[config.mk]
export PLATFORM = sky130hd
export DESIGN_NAME = ex_muldiv_unit
export DESIGN_NICKNAME = d
export VERILOG_FILES = /design/src/rtl/ex_muldiv_unit.sv
export SDC_FILE = /design/constraint.sdc
export NUM_CORES = 1
export LEC_CHECK = 0
export ABC_AREA = 1
export BUFFER_PORTS_ARGS = -buffer_cell sky130_fd_sc_hd__buf_2
export CAP_MARGIN = 5
export CORE_MARGIN = 4
export CORE_UTILIZATION = 50
export DETAILED_ROUTE_END_ITERATION = 10
export HOLD_SLACK_MARGIN = 0.08
export PLACE_DENSITY_LB_ADDON = 0.1
export SETUP_SLACK_MARGIN = 0.2
export SYNTH_ARGS = -nofsm -noshare
export SYNTH_HDL_FRONTEND = slang
export SYNTH_SLANG_ARGS = --single-unit
[constraint.sdc]
create_clock -name clk -period 4.39 [get_ports clk]
set_clock_uncertainty 0.1 [all_clocks]
set_input_delay 0.878 -clock clk [delete_from_list [all_inputs] [get_ports clk]]
set_output_delay 0.878 -clock clk [all_outputs]
set_load 0.02 [all_outputs]
[src/rtl/ex_muldiv_unit.sv]
// ex_muldiv_unit: iterative RV32M multiply/divide unit for the EX stage.
//   Multiply uses shift-add, divide uses restoring shift-subtract on operand
//   magnitudes; signs are applied when the result is registered.
//   Optional macro FAST_MUL_EN: multiplies finish in the capture cycle using a
//   synthesised multiplier; divides remain iterative.
// Ports:
//   clk, rst            clock, synchronous active-high reset
//   req                 valid M-extension op present in EX
//   funct3              0 MUL,1 MULH,2 MULHSU,3 MULHU,4 DIV,5 DIVU,6 REM,7 REMU
//   rs1_val, rs2_val    forwarded operands
//   ack                 op leaves EX this cycle
//   flush               abort the current op
//   result              op result, valid while done=1
//   done                result valid, held until ack
//   busy                iterating
//   stall               req && !done, holds the upstream pipeline
module ex_muldiv_unit #(
  parameter int unsigned XLEN = 32
) (
  input  logic            clk,
  input  logic            rst,
  input  logic            req,
  input  logic [2:0]      funct3,
  input  logic [XLEN-1:0] rs1_val,
  input  logic [XLEN-1:0] rs2_val,
  input  logic            ack,
  input  logic            flush,
  output logic [XLEN-1:0] result,
  output logic            done,
  output logic            busy,
  output logic            stall
);

  localparam int unsigned CNT_W = $clog2(XLEN) + 1;

  localparam logic [1:0] S_IDLE = 2'd0;
  localparam logic [1:0] S_CALC = 2'd1;
  localparam logic [1:0] S_DONE = 2'd2;

  logic [1:0]      r_state;
  logic [CNT_W-1:0] r_cnt;
  logic [2:0]      r_f3;
  logic            r_neg;    // product/quotient is negated
  logic            r_rneg;   // remainder is negated (sign of rs1)
  logic [XLEN-1:0] r_a;      // multiplicand or divisor magnitude
  logic [XLEN-1:0] r_hi;     // product high half or partial remainder
  logic [XLEN-1:0] r_lo;     // multiplier / dividend, shifted out as result bits enter
  logic [XLEN-1:0] r_result;
  logic            r_done;
  logic            r_busy;

  logic [1:0]       w_state_n;
  logic [CNT_W-1:0] w_cnt_n;
  logic [2:0]       w_f3_n;
  logic             w_neg_n;
  logic             w_rneg_n;
  logic [XLEN-1:0]  w_a_n;
  logic [XLEN-1:0]  w_hi_n;
  logic [XLEN-1:0]  w_lo_n;
  logic [XLEN-1:0]  w_result_n;
  logic             w_done_n;
  logic             w_busy_n;

  // Operand decode for the capture cycle
  logic            w_s1;
  logic            w_s2;
  logic            w_neg1;
  logic            w_neg2;
  logic [XLEN-1:0] w_mag1;
  logic [XLEN-1:0] w_mag2;
  logic            w_div0;
  logic            w_ovf;
  logic [XLEN-1:0] w_special;

  assign w_s1   = (funct3 != 3'd3) && (funct3 != 3'd5) && (funct3 != 3'd7);
  assign w_s2   = w_s1 && (funct3 != 3'd2);
  assign w_neg1 = w_s1 && rs1_val[XLEN-1];
  assign w_neg2 = w_s2 && rs2_val[XLEN-1];
  assign w_mag1 = w_neg1 ? (XLEN'(0) - rs1_val) : rs1_val;
  assign w_mag2 = w_neg2 ? (XLEN'(0) - rs2_val) : rs2_val;
  assign w_div0 = funct3[2] && (rs2_val == '0);
  assign w_ovf  = ((funct3 == 3'd4) || (funct3 == 3'd6)) &&
                  (rs1_val == {1'b1, {(XLEN-1){1'b0}}}) && (rs2_val == '1);
  assign w_special = w_div0 ? (funct3[1] ? rs1_val : '1)
                            : (funct3[1] ? '0 : {1'b1, {(XLEN-1){1'b0}}});

`ifdef FAST_MUL_EN
  // Full-width product of sign-extended operands; low 2*XLEN bits are exact
  logic [2*XLEN-1:0] w_op1_ext;
  logic [2*XLEN-1:0] w_op2_ext;
  logic [2*XLEN-1:0] w_fast_prod;
  logic [XLEN-1:0]   w_fast_res;

  assign w_op1_ext   = {{XLEN{w_neg1}}, rs1_val};
  assign w_op2_ext   = {{XLEN{w_neg2}}, rs2_val};
  assign w_fast_prod = w_op1_ext * w_op2_ext;
  assign w_fast_res  = (funct3[1:0] == 2'd0) ? w_fast_prod[XLEN-1:0]
                                             : w_fast_prod[2*XLEN-1:XLEN];
`endif

  // One iteration of shift-add (multiply) or restoring shift-subtract (divide)
  logic [XLEN:0]   w_mul_sum;
  logic [XLEN:0]   w_div_sh;
  logic [XLEN:0]   w_div_diff;
  logic [XLEN-1:0] w_it_hi;
  logic [XLEN-1:0] w_it_lo;

  assign w_mul_sum  = {1'b0, r_hi} + (r_lo[0] ? {1'b0, r_a} : '0);
  assign w_div_sh   = {r_hi, r_lo[XLEN-1]};
  assign w_div_diff = w_div_sh - {1'b0, r_a};

  always_comb begin
    if (r_f3[2]) begin
      // Top bit of the difference set means the divisor did not fit
      w_it_hi = w_div_diff[XLEN] ? w_div_sh[XLEN-1:0] : w_div_diff[XLEN-1:0];
      w_it_lo = {r_lo[XLEN-2:0], ~w_div_diff[XLEN]};
    end else begin
      w_it_hi = w_mul_sum[XLEN:1];
      w_it_lo = {w_mul_sum[0], r_lo[XLEN-1:1]};
    end
  end

  // Signed result from the final iteration's values
  logic [2*XLEN-1:0] w_prod;
  logic [XLEN-1:0]   w_quo;
  logic [XLEN-1:0]   w_rem;
  logic [XLEN-1:0]   w_final;

  assign w_prod = r_neg ? ((2*XLEN)'(0) - {w_it_hi, w_it_lo}) : {w_it_hi, w_it_lo};
  assign w_quo  = r_neg ? (XLEN'(0) - w_it_lo) : w_it_lo;
  assign w_rem  = r_rneg ? (XLEN'(0) - w_it_hi) : w_it_hi;

  always_comb begin
    if (r_f3[2])
      w_final = r_f3[1] ? w_rem : w_quo;
    else
      w_final = (r_f3[1:0] == 2'd0) ? w_prod[XLEN-1:0] : w_prod[2*XLEN-1:XLEN];
  end

  // Next-state and registered-output logic
  always_comb begin
    w_state_n  = r_state;
    w_cnt_n    = r_cnt;
    w_f3_n     = r_f3;
    w_neg_n    = r_neg;
    w_rneg_n   = r_rneg;
    w_a_n      = r_a;
    w_hi_n     = r_hi;
    w_lo_n     = r_lo;
    w_result_n = r_result;
    w_done_n   = r_done;
    w_busy_n   = r_busy;

    if (flush) begin
      w_state_n = S_IDLE;
      w_done_n  = 1'b0;
      w_busy_n  = 1'b0;
    end else begin
      case (r_state)
        S_IDLE: begin
          if (req) begin
            w_f3_n   = funct3;
            w_neg_n  = w_neg1 ^ w_neg2;
            w_rneg_n = w_neg1;
            w_hi_n   = '0;
            w_a_n    = funct3[2] ? w_mag2 : w_mag1;
            w_lo_n   = funct3[2] ? w_mag1 : w_mag2;
            if (w_div0 || w_ovf) begin
              w_result_n = w_special;
              w_done_n   = 1'b1;
              w_state_n  = S_DONE;
`ifdef FAST_MUL_EN
            end else if (!funct3[2]) begin
              w_result_n = w_fast_res;
              w_done_n   = 1'b1;
              w_state_n  = S_DONE;
`endif
            end else begin
              w_cnt_n   = '0;
              w_busy_n  = 1'b1;
              w_state_n = S_CALC;
            end
          end
        end
        S_CALC: begin
          w_hi_n  = w_it_hi;
          w_lo_n  = w_it_lo;
          w_cnt_n = r_cnt + CNT_W'(1);
          if (r_cnt == CNT_W'(XLEN - 1)) begin
            w_result_n = w_final;
            w_done_n   = 1'b1;
            w_busy_n   = 1'b0;
            w_state_n  = S_DONE;
          end
        end
        S_DONE: begin
          if (ack) begin
            w_done_n  = 1'b0;
            w_state_n = S_IDLE;
          end
        end
        default: begin
          w_state_n = S_IDLE;
          w_done_n  = 1'b0;
          w_busy_n  = 1'b0;
        end
      endcase
    end
  end

  // State register
  always_ff @(posedge clk) begin
    if (rst) begin
      r_state  <= S_IDLE;
      r_cnt    <= '0;
      r_f3     <= '0;
      r_neg    <= 1'b0;
      r_rneg   <= 1'b0;
      r_a      <= '0;
      r_hi     <= '0;
      r_lo     <= '0;
      r_result <= '0;
      r_done   <= 1'b0;
      r_busy   <= 1'b0;
    end else begin
      r_state  <= w_state_n;
      r_cnt    <= w_cnt_n;
      r_f3     <= w_f3_n;
      r_neg    <= w_neg_n;
      r_rneg   <= w_rneg_n;
      r_a      <= w_a_n;
      r_hi     <= w_hi_n;
      r_lo     <= w_lo_n;
      r_result <= w_result_n;
      r_done   <= w_done_n;
      r_busy   <= w_busy_n;
    end
  end

  assign result = r_result;
  assign done   = r_done;
  assign busy   = r_busy;
  assign stall  = req & ~r_done;

endmodule
## Yosys cells after proc, flatten, opt, wreduce, memory -nomap -nowiden

Cells that the tools add are included.

| word-level totals | value |
|---|---|
| register bits | 143 |
| input port bits | 72 |
| output and inout port bits | 35 |
| logic and storage cells | 105 |

| operators by class | value |
|---|---|
| add/sub/neg operators | 8 |
| equal/unequal tests | 16 |
| multiplexer cells | 42 |
| bitwise logic cells | 6 |
| reductions and logical operators | 22 |

Operators with widths:

| operator | count |
|---|---|
| 32-bit 2-to-1 mux | 21 |
| 32-bit case mux with 2 select lines | 3 |
| 1-bit by 32-bit subtractor with 32-bit output (first input constant) | 4 |
| 32-bit == test (second input constant) | 2 |
| 64-bit 2-to-1 mux | 1 |
| 1-bit by 64-bit subtractor with 64-bit output (first input constant) | 1 |
| 32-bit by 32-bit adder with 33-bit output | 1 |
| 33-bit by 32-bit subtractor with 33-bit output | 1 |
| 32-bit zero test | 1 |
| 6-bit 2-to-1 mux | 2 |
| 6-bit case mux with 2 select lines | 1 |
| 4-bit AND reduction | 3 |
| 2-bit != test (second input constant) | 5 |
| 3-bit AND reduction | 3 |
| 1-bit logical AND | 8 |
| 2-bit 2-to-1 mux | 4 |
| 1-bit 2-to-1 mux | 7 |
| 6-bit by 1-bit adder with 6-bit output (second input constant) | 1 |
| 3-bit == test (second input constant) | 2 |
| 6-bit by 5-bit == test with 1-bit output (second input constant) | 1 |
| 3-bit by 2-bit != test with 1-bit output (second input constant) | 2 |
| 3-bit != test (second input constant) | 2 |
| 1-bit case mux with 3 select lines | 2 |
| 2-bit case mux with 3 select lines | 1 |
| other kinds (10) | 15 |

## Depth between registers and ports, before layout

| depth | value |
|---|---|
| word-level depth | 9 |
| mapped depth | 36 |
| gate-level depth less buffers | 36 |

## Least setup slack after synthesis

OpenSTA, ideal clock, no wires.

| timing path | value |
|---|---|
| path kind | reg2reg |
| start | register r_lo[31] |
| end | register r_result[28] (netlist: result[28]) |
| library setup time | 0.134 ns |
| arrival | 3.667 ns |
| setup slack | 0.489 ns |
| cell stages (with the launch flop) | 36 |
| clock period less this slack | 3.901 ns |
| cell sequence | dfxtp_1 -> inv_1 -> ha_1 -> inv_1 -> fa_1 -> nand2_1 -> nand2_1 -> nand3_1 -> nand2_2 -> nand2_2 -> nand2_2 -> nand2_4 -> nand3_2 -> nand3_2 -> nand2_2 -> inv_1 -> ha_1 -> nand3_1 -> nor2_1 -> nand4_1 -> nor2_1 -> nand3_1 -> nor2_2 -> nand4_1 -> inv_1 -> nand2_1 -> nor2_1 -> nand2_1 -> nand2_1 -> nand2_1 -> nand2_1 -> nand3_1 -> nand2_1 -> nand3_1 -> nand2_1 -> a21oi_1 |

| between the ends | value |
|---|---|
| longest elaborated chain between the ends | 9 |
| elaborated cells on any way between the ends | 16 |
| classes of those cells | add/sub: 4; mux: 11; bitwise: 1 |

RTL lines:

| item | line | text |
|---|---|---|
| start, declared | 47 | `logic [XLEN-1:0] r_lo;` |
| start signal, assigned | 233 | `r_lo <= w_lo_n;` |
| 33-bit by 32-bit subtractor with 33-bit output | 110 | `assign w_div_diff = w_div_sh - {1'b0, r_a};` |
| 32-bit 2-to-1 mux / 1-bit NOT (equally long branches) | 115, 116 |  |
| 32-bit 2-to-1 mux | 113 | `if (r_f3[2]) begin` |
| 1-bit by 64-bit subtractor with 64-bit output, or another cell as far along | 129 | `assign w_prod = r_neg ? ((2*XLEN)'(0) - {w_it_hi, w_it_lo}) : {w_it_hi, w_it_lo};` |
| 64-bit 2-to-1 mux, or another cell as far along | 129 |  |
| 32-bit 2-to-1 mux, on equally long branches | 137, 135 |  |
| 32-bit 2-to-1 mux (*) | 134 | `if (r_f3[2])` |
| 32-bit 2-to-1 mux (*) | 189 | `if (r_cnt == CNT_W'(XLEN - 1)) begin` |
| 32-bit case mux with 2 select lines (*) | 159 | `case (r_state)` |
| end signal, assigned | 234 | `r_result <= w_result_n;` |
| end, declared | 48 | `logic [XLEN-1:0] r_result;` |

Mark *: on every way between the ends. The rest lies on a longest branch, timed or not. The select of a mux whose other input is x is not followed.
A chain may end at the register's enable or synchronous reset.

## Worst setup path in the final report

| timing path | value |
|---|---|
| start | register r_lo[31] |
| end | register r_result[16] (netlist: result[16]) |

Same word-level chain as after synthesis.

==> metrics.csv <==
stage,metric,value,unit
sta,setup tns final,0,ns
critical_path,reg-to-reg critical path endpoint,result[16],
sta,fmax,239.4,MHz
floorplan,Std-Cell Core Area,35910,um2
hold_path,Hold Path Class,flip-flop to flip-flop,
hold_path,Hold Crit Start,r_lo[8],
floorplan,Std-Cell Rows,69,
sta,relative slew slack,12.58,%
clock_tree,Max clock buf depth,2,
synth,area share of the largest cell type after synthesis,22.27,%
synth,Synth Register Bits,143,
critical_path,Crit Reg-Reg Startpoint,r_lo[31],
critical_path,"slowest stage delay, CP",0.36,ns
clock_tree,Clock Sinks,143,
sta,fin crit share,95.16,%
synth,ys async rst share,0,%
synth,Synth area leader,nand2_1,
hold_path,Hold Path End,r_lo[8],
power,Leakage Power,10.99,nW
synth,"Distinct cells, synth",59,
floorplan,Die H,199.7,um
final_layout,layout cell share with drive strength beyond 1,17.46,%
critical_path,Crit Path Category,flip-flop to flip-flop,
final_layout,nets,3681,
synth,"Net Count, Synth",3497,
detailed_routing,via/cell ratio,6.056,
flow_run,max_cap viols,0,
detailed_routing,average wire per standard cell,22.34,um
detailed_routing,DRC errors left,0,
placement,GP Congestion,1.091,
global_routing,first-pass GRT wire length,130100,um
placement,Port Buffer Count,106,
floorplan,Die Width,199.7,um
hold_path,hold depth,2,
floorplan,Die Area,39870,um2
outcome,status,"finished, final reports clean",
placement,Post-DP HPWL,70400,um
clock_tree,CTS root buf,clkbuf_16,
detailed_routing,post-route ant nets,0,
critical_path,crit end category,flip-flop,
synth,sequential share of the synthesized area,15.58,%
synth,top-count cell post-synth,nand2_1,
critical_path,R2R cell count,35,
global_routing,initial antenna violation count,0,
final_layout,Area Overhead vs Synth,18.37,%
critical_path,most frequent CP cell,buf_4,
clock_tree,later-pin clock latency in the skew report,0.46,ns
sta,post-route setup slack,0.2123,ns
sta,RSZ-0062 raised after global routing,true,
critical_path,critical path arrival,4.36,ns
critical_path,worst-path maximum fanout,3,
power,Max rail drop VDD,0.2910,mV
detailed_routing,total length of routed wires,89610,um
floorplan,IO Count,107,
global_routing,gr usage total,43.08,%
synth,Gate Count Post-Synth,3353,
sta,Least-Margin Pin Slew,1.310,ns
critical_path,slowest CP cell,fa_2,
clock_tree,hold_buf cts,0,
sta,max-slew violation count,0,
synth,post-synthesis cell area,18370,um2
sta,# setup viols final,0,
synth,Synth top cells by count,"nand2_1 (1090), inv_1 (454), nand3_1 (275)",
synth,Ys Warns,0,
floorplan,Initial Utilization,51.15,%
synth,prevailing post-synth register cell,dfxtp_1,
critical_path,CP required,4.57,ns
synth,Synth Area per Inst,5.479,um2
final_layout,design area,21750,um2
power,Cell Pwr Density,254.2,nW/um2
critical_path,CP startpoint,r_lo[31],
detailed_routing,TritonRoute pass-1 iters,7,
clock_tree,TritonCTS clock tree,yes,
sta,WHS,0.3703,ns
sta,Final Hold Fails,0,
sta,"Min Clock Period, post-route",4.178,ns
detailed_routing,via count,24290,
placement,Placement Cell Area,20170,um2
final_layout,n_diodes,0,
clock_tree,"Clk pin slew, worst setup/hold paths",0.07,ns
global_routing,grt ovf,0,
synth,Post-synth EDFFs,0,
placement,setup slack at placement,0.05769,ns
clock_tree,H-Tree Depth,4,
critical_path,R2R setup slack,0.21,ns
global_routing,vias in the first global route,21980,
critical_path,Worst setup SP type,flip-flop,
global_routing,largest net degree at the start of global routing,106,
detailed_routing,DR iter-0 viols,3544,
synth,Synth area leaders,"nand2_1 (22%), dfxtp_1 (16%), inv_1 (9.3%), nand3_1 (7.5%), a21oi_1 (6.9%)",
clock_tree,Inserted Clock Buffers,17,
## worst max path at each step
stage                             to  slack [ns]  depth (start not counted)
after floorplan           result[28]        0.49                         35
after global placement    result[26]        0.12                         33
after detailed placement  result[26]        0.06                         33
after CTS                 result[26]        0.17                         33
after global routing      result[20]       -0.03                         33
final                     result[16]        0.21                         35
## area by class of cell
type	count	area, um2
Clock buffer	17	425.4
Tap cell	461	576.8
Multi-Input combinational cell	2609	13890
Sequential cell	143	2892
Clock inverter	15	165.2
Timing Repair Buffer	296	2029
Fill cell	3656	14170
Inverter	470	1767
## report_power, final
group / switching, mW / internal [mW] / leakage, nW
Combinational: 1.77 / 0.801 / 9.53
Clock: 0.750 / 0.812 / 0.286
Sequential: 0.0458 / 1.35 / 1.17
## state kept, by name, indices dropped and copies added, names as in the netlist
register,cells
r_lo,32
r_neg,1
busy,1
r_a,32
r_cnt,6
r_rneg,1
result,32
r_hi,32
r_state,2
r_f3,3
done,1
## metal layers
layer / global-route usage (%) / up-vias / wire length, um
met3: 7.790 / 390 / 10090
met5: 0 / - / 0
li1: - / 11120 / -
met2: 68.28 / 1719 / 38560
met4: 28.03 / 0 / 7840
met1: 53.65 / 11060 / 33110
## timing repair
action	in CTS	in global routing
pin swaps	22	40
buffers inserted	11	15
endpoints found under the hold margin	0	0
endpoints found under the setup margin	14	29
resized for setup	40	145
## critical path, delay by kind of cell, from the launching register on
kind            cells  cell delay [ns]
xor+xnor            1             0.17
simple gates       19             1.63
compound gates      3             0.27
buf+inv             9             0.85
fa+ha+maj           3             0.64
flops               1             0.33
## per-stage QoR
stage               total power, mW  util, %  cells
floorplan                     2.917        -   3353
global placement              3.702    56.16   3953
detailed placement            3.721    56.16   3953
CTS                           5.305    58.61   3996
global route                  5.736    60.55   4011
finish                        5.527    60.55   4011
## kinds of logic (layout without fill, tap and decap cells)
kind of cell	after synthesis	after routing	synth area share, %
mux	2	2	0.1090
flops	143	143	15.58
xor+xnor	112	112	5.340
simple gates	1851	1851	43.42
compound gates	572	572	17.58
fa+ha+maj	72	72	4.985
buf+inv	601	798	12.99
## cell usage in the layout (no fill, tap or decap), types with 9 or more instances in the layout
cell,Yosys,final
o211ai_1,35,35
nand2_2,37,65
o21ai_2,7,11
xnor2_1,25,25
nand3b_1,16,16
o21ai_1,13,18
nand4_1,38,38
inv_2,15,27
or2_2,19,19
nand3_2,13,24
o221ai_1,16,16
nand2_1,1090,1058
nor2_4,7,16
o21ai_0,181,171
inv_1,454,441
ha_1,70,38
a31oi_1,9,9
a21oi_1,255,244
nor2_2,20,29
ha_4,0,26
nor3_1,40,37
clkbuf_16,0,17
nor2_1,269,251
nand3_1,275,261
a21oi_2,9,20
buf_4,6,184
buf_2,22,105
dfxtp_2,0,14
dfxtp_1,143,126
xor2_1,87,86
Note: power is estimated with default switching activity, not from simulation.
